[src/rtl/vector_streamer.sv]
// Vector pair streamer: queues A/B byte-vector pairs and replays them as 6-slot frames
// to a dot-product unit, capturing the unit's result one frame later.
module vector_streamer (
    input  logic        clk,
    input  logic        resetn,
    input  logic        s_valid,
    output logic        s_ready,
    input  logic [23:0] s_a,
    input  logic [23:0] s_b,
    output logic [7:0]  m_data,
    output logic [2:0]  m_slot,
    output logic        m_real,
    input  logic [17:0] res_in,
    output logic [17:0] r_data,
    output logic        r_valid
);

    // Handshake: a pair transfers on a rising edge where s_valid && s_ready; s_ready
    // depends only on FIFO occupancy (never on s_valid) and is low throughout reset.

    logic [2:0]  slot;
    logic [47:0] mem [2];
    logic        rd_ptr, wr_ptr;
    logic [1:0]  count, count_nxt;
    logic [47:0] frame_reg, frame_nxt;
    logic        m_real_q, last_real;
    logic [17:0] r_data_q;
    logic        r_valid_q;

    logic push, frame_end, pop_fifo, bypass, wr_en;

    assign s_ready   = resetn && (count != 2'd2);
    assign push      = s_valid && s_ready;
    assign frame_end = (slot == 3'd5);
    assign pop_fifo  = frame_end && (count != 2'd0);
    // An empty FIFO at the frame boundary forwards a same-edge push straight into the frame.
    assign bypass    = frame_end && (count == 2'd0) && push;
    assign wr_en     = push && !bypass;

    always_comb begin
        count_nxt = count;
        case ({wr_en, pop_fifo})
            2'b10:   count_nxt = count + 2'd1;
            2'b01:   count_nxt = count - 2'd1;
            default: count_nxt = count;
        endcase
    end

    always_comb begin
        frame_nxt = 48'd0;
        if (pop_fifo)
            frame_nxt = mem[rd_ptr];
        else if (bypass)
            frame_nxt = {s_b, s_a};
    end

    always_ff @(posedge clk) begin
        if (wr_en)
            mem[wr_ptr] <= {s_b, s_a};
    end

    always_ff @(posedge clk or negedge resetn) begin
        if (!resetn) begin
            slot      <= 3'd0;
            rd_ptr    <= 1'b0;
            wr_ptr    <= 1'b0;
            count     <= 2'd0;
            frame_reg <= 48'd0;
            m_real_q  <= 1'b0;
            last_real <= 1'b0;
            r_data_q  <= 18'd0;
            r_valid_q <= 1'b0;
        end else begin
            slot  <= frame_end ? 3'd0 : slot + 3'd1;
            count <= count_nxt;
            if (wr_en)
                wr_ptr <= ~wr_ptr;
            if (pop_fifo)
                rd_ptr <= ~rd_ptr;
            if (frame_end) begin
                frame_reg <= frame_nxt;
                m_real_q  <= pop_fifo || bypass;
                last_real <= m_real_q;
            end
            // The consumer's result for the frame that just ended is valid during slot 0.
            r_valid_q <= (slot == 3'd0) && last_real;
            if ((slot == 3'd0) && last_real)
                r_data_q <= res_in;
        end
    end

    always_comb begin
        m_data = 8'd0;
        case (slot)
            3'd0:    m_data = frame_reg[7:0];
            3'd1:    m_data = frame_reg[15:8];
            3'd2:    m_data = frame_reg[23:16];
            3'd3:    m_data = frame_reg[31:24];
            3'd4:    m_data = frame_reg[39:32];
            3'd5:    m_data = frame_reg[47:40];
            default: m_data = 8'd0;
        endcase
    end

    assign m_slot  = slot;
    assign m_real  = m_real_q;
    assign r_data  = r_data_q;
    assign r_valid = r_valid_q;

endmodule

[config.mk]
export PLATFORM = sky130hd
export DESIGN_NAME = vector_streamer
export DESIGN_NICKNAME = d
export VERILOG_FILES = /design/src/rtl/vector_streamer.sv
export SDC_FILE = /design/constraint.sdc
export NUM_CORES = 1
export LEC_CHECK = 0
export BUFFER_PORTS_ARGS = -buffer_cell sky130_fd_sc_hd__clkbuf_2
export CAP_MARGIN = 0
export CORE_MARGIN = 2
export CORE_UTILIZATION = 57
export CTS_BUF_LIST = sky130_fd_sc_hd__clkbuf_16
export CTS_CLUSTER_DIAMETER = 30
export DETAILED_ROUTE_END_ITERATION = 7
export PLACE_DENSITY_LB_ADDON = 0.1
export SLEW_MARGIN = 5
export SYNTH_ARGS = -nofsm -noshare
export SYNTH_HDL_FRONTEND = slang
export SYNTH_SLANG_ARGS = --single-unit
[constraint.sdc]
create_clock -name clk -period 4.86 [get_ports clk]
set_input_delay 0.243 -clock clk [delete_from_list [all_inputs] [get_ports clk]]
set_output_delay 0.243 -clock clk [all_outputs]
set_load 0.02 [all_outputs]
==> flow_metrics.env <==
export IMPL_chipWidth_um=117
export IMPL_outcome="finished, final reports clean"
export IMPL_p_leak_nw=3.32
export IMPL_yosysSeqAreaShare=0.657
export IMPL_yosysMostFrequentCell="nor2_1"
export IMPL_endpoint_kind="primary output"
export IMPL_synthMuxAreaShare=0.122
export IMPL_yosys_top_cells_count="nor2_1, edfxtp_1, dfrtp_1"
export IMPL_yosysTopAreaCell="edfxtp_1"
export IMPL_clkTransAtPathRegs_ns=0.06
export IMPL_p_per_area_mw_per_mm2=544
export IMPL_synth_seq_cells=172
export IMPL_ys_types=43
export IMPL_vdd_drop_max_mv=0.258
export IMPL_final_cells=769
export IMPL_die_h_um=117
export IMPL_rsz0062_at_grt="false"
export IMPL_whs_ns=0.0213
export IMPL_synth_top_family_by_area="multiplexers"
export IMPL_synth_compound_area_frac=0.103
export IMPL_hold_path_class="input port to flip-flop"
export IMPL_syn_avg_cell_area_um2=14.7
export IMPL_report_final_slew_viol_count=0
export IMPL_io_pins=101
export IMPL_post_cts_setup_buffers=0
export IMPL_htreeDepth=4
export IMPL_drv_cap=0
export IMPL_clk_root_buffer_cell="clkbuf_16"
export IMPL_first_iter_violations=374
export IMPL_antenna_found_initial=0
export IMPL_fin_nets=655
export IMPL_cts_tree="done"
export IMPL_post_route_drc_count=0
export IMPL_synth_main_ff_cell="edfxtp_1"
export IMPL_setup_viol=0
export IMPL_crit_type="flip-flop to primary output"
export IMPL_period_needed_ns=3.07
export IMPL_tns_ns=0
export IMPL_synth_simple_area_share=0.0732
export IMPL_worstSkewPairLatency_ns=0.43
export IMPL_final_util=0.667
export IMPL_grt_pass1_wl_um=23000
export IMPL_hold_viol_final=0
export IMPL_cts_hold_buf=1
export IMPL_worst_pin_slew_ns=1.19
export IMPL_grt_max_degree=54
export IMPL_dr_pass1_iters=5
export IMPL_viasPerCell=5.74
export IMPL_slew_limit_headroom=0.204
export IMPL_gp_congestion=0.851
export IMPL_clockBufferDepth=2
export IMPL_yosysWarnings=0
export IMPL_path_cells="and3b_2, a22oi_1, o211ai_1, clkbuf_2"
export IMPL_drt_antenna_violating_nets=0
export IMPL_dp_hpwl_um=9370
export IMPL_fmax_mhz=325
export IMPL_drive_above_1_share=0.385
export IMPL_synth_xor_area_share=0.00601
export IMPL_clock_sinks=172
export IMPL_synth_cells=494
export IMPL_rows=41
export IMPL_largest_reg_flops=96
export IMPL_core_area_mm2=0.0126
export IMPL_port_buffers=100
export IMPL_final_setup_skew_ns=0.00462
export IMPL_drt_wl_total_um=14700
export IMPL_crit_path_start_kind="flip-flop"
export IMPL_cts_inserted_buffers=17
export IMPL_antennaDiodeCount=0
export IMPL_overflow=0
export IMPL_critPathMaxStageDelay_ns=0.97
export IMPL_cp_arrival_ns=2.83
export IMPL_synthAdderAreaFrac=0.00344
export IMPL_initial_core_util=0.579
export IMPL_wl_per_cell_um=19.1
export IMPL_yosys_area_top_type_share=0.396
export IMPL_vias=4412
export IMPL_die_area_mm2=0.0137
export IMPL_slowest_stage="and3b_2"
export IMPL_synth_fp_nets=565
export IMPL_netlist_top_cells_area="edfxtp_1, dfrtp_1, mux2_2, nor2_1, a221oi_2"
export IMPL_dp_cells=736
export IMPL_synth_edf_count=96
export IMPL_syn_to_final_growth_pct=15.1
export IMPL_first_global_vias=4318
export IMPL_reg2reg_slack_ns=2.14
export IMPL_path_max_fanout=53
export IMPL_synth_cell_area_mm2=0.00728
export IMPL_track_usage=0.228
export IMPL_cp_required_ns=4.62
export IMPL_async_reset_ff_frac=0.442
export IMPL_n_fill_cell=945
export IMPL_cts_resized=0
export IMPL_total_power_mw=4.56
export IMPL_fin_crit_sh=0.632
metal layers:
metal,track usage,vias to the layer above,part of all wire,routed length [um]
li1,-,2041,-,-
met5,0,-,0,0
met3,0.0536,16,0.063,924
met2,0.350,152,0.47,6940
met4,0.0831,0,0.018,266
met1,0.324,2203,0.45,6580
report_power, final:
part	switching (mW)	total, mW	internal [mW]
clock network	0.514	1.26	0.746
registers	0.284	2.22	1.93
logic	0.596	1.08	0.489
total	1.39	4.56	3.17
metrics by stage:
step,instance area [um^2],setup WS [ns]
after global routing,8390,1.67
final,8390,1.79
after detailed placement,7820,2.13
after floorplan,7280,1.28
after CTS,8390,1.81
after global placement,7820,2.21
worst paths after layout:
path	depth (start not counted)	start	endpoint
min reg2reg	2	last_real	last_real
max in group asynchronous	3	resetn	rd_ptr
max	4	m_slot[0]	m_data[2]
min	1	s_b[2]	mem[0][26]
max reg2reg	4	m_slot[1]	mem[1][3]
min in group asynchronous	2	resetn	frame_reg[19]
layout by cell type, fill, tap and decap left out, drive strengths merged, types with 6 or more instances in the layout:
master and n:
dfrtp 76, edfxtp 96, a221oi 48, a22oi 6
nand2 9, nor2 102, mux2 70, buf 7
clkinv 9, clkbuf 118, inv 8
cell type report:
class | instances | area, um^2 | area share
tap | 172 | 215 | 0.0257
inverter | 5 | 18.8 | 0.00224
clock buffer | 19 | 475 | 0.0567
multi-input combinational | 281 | 2250 | 0.269
timing repair buffer | 107 | 558 | 0.0665
sequential | 172 | 4790 | 0.571
clock inverter | 13 | 80.1 | 0.00955
cell families after synthesis:
family | count (synthesis)
muxes | 74
adders and majority gates | 2
and+or+nand+nor | 126
DFF | 172
xor gates and xnor gates | 5
AOI/OAI and AO/OA | 74
buffers and inverters | 41
critical path: cells and delay by family (launching register included):
| kind | cells | cell delay (ns) |
|---|---|---|
| buf+inv | 1 | 0.24 |
| compound gates | 2 | 0.39 |
| flops | 1 | 0.79 |
| simple gates | 1 | 0.97 |
Power figures use the tool's default switching activity.
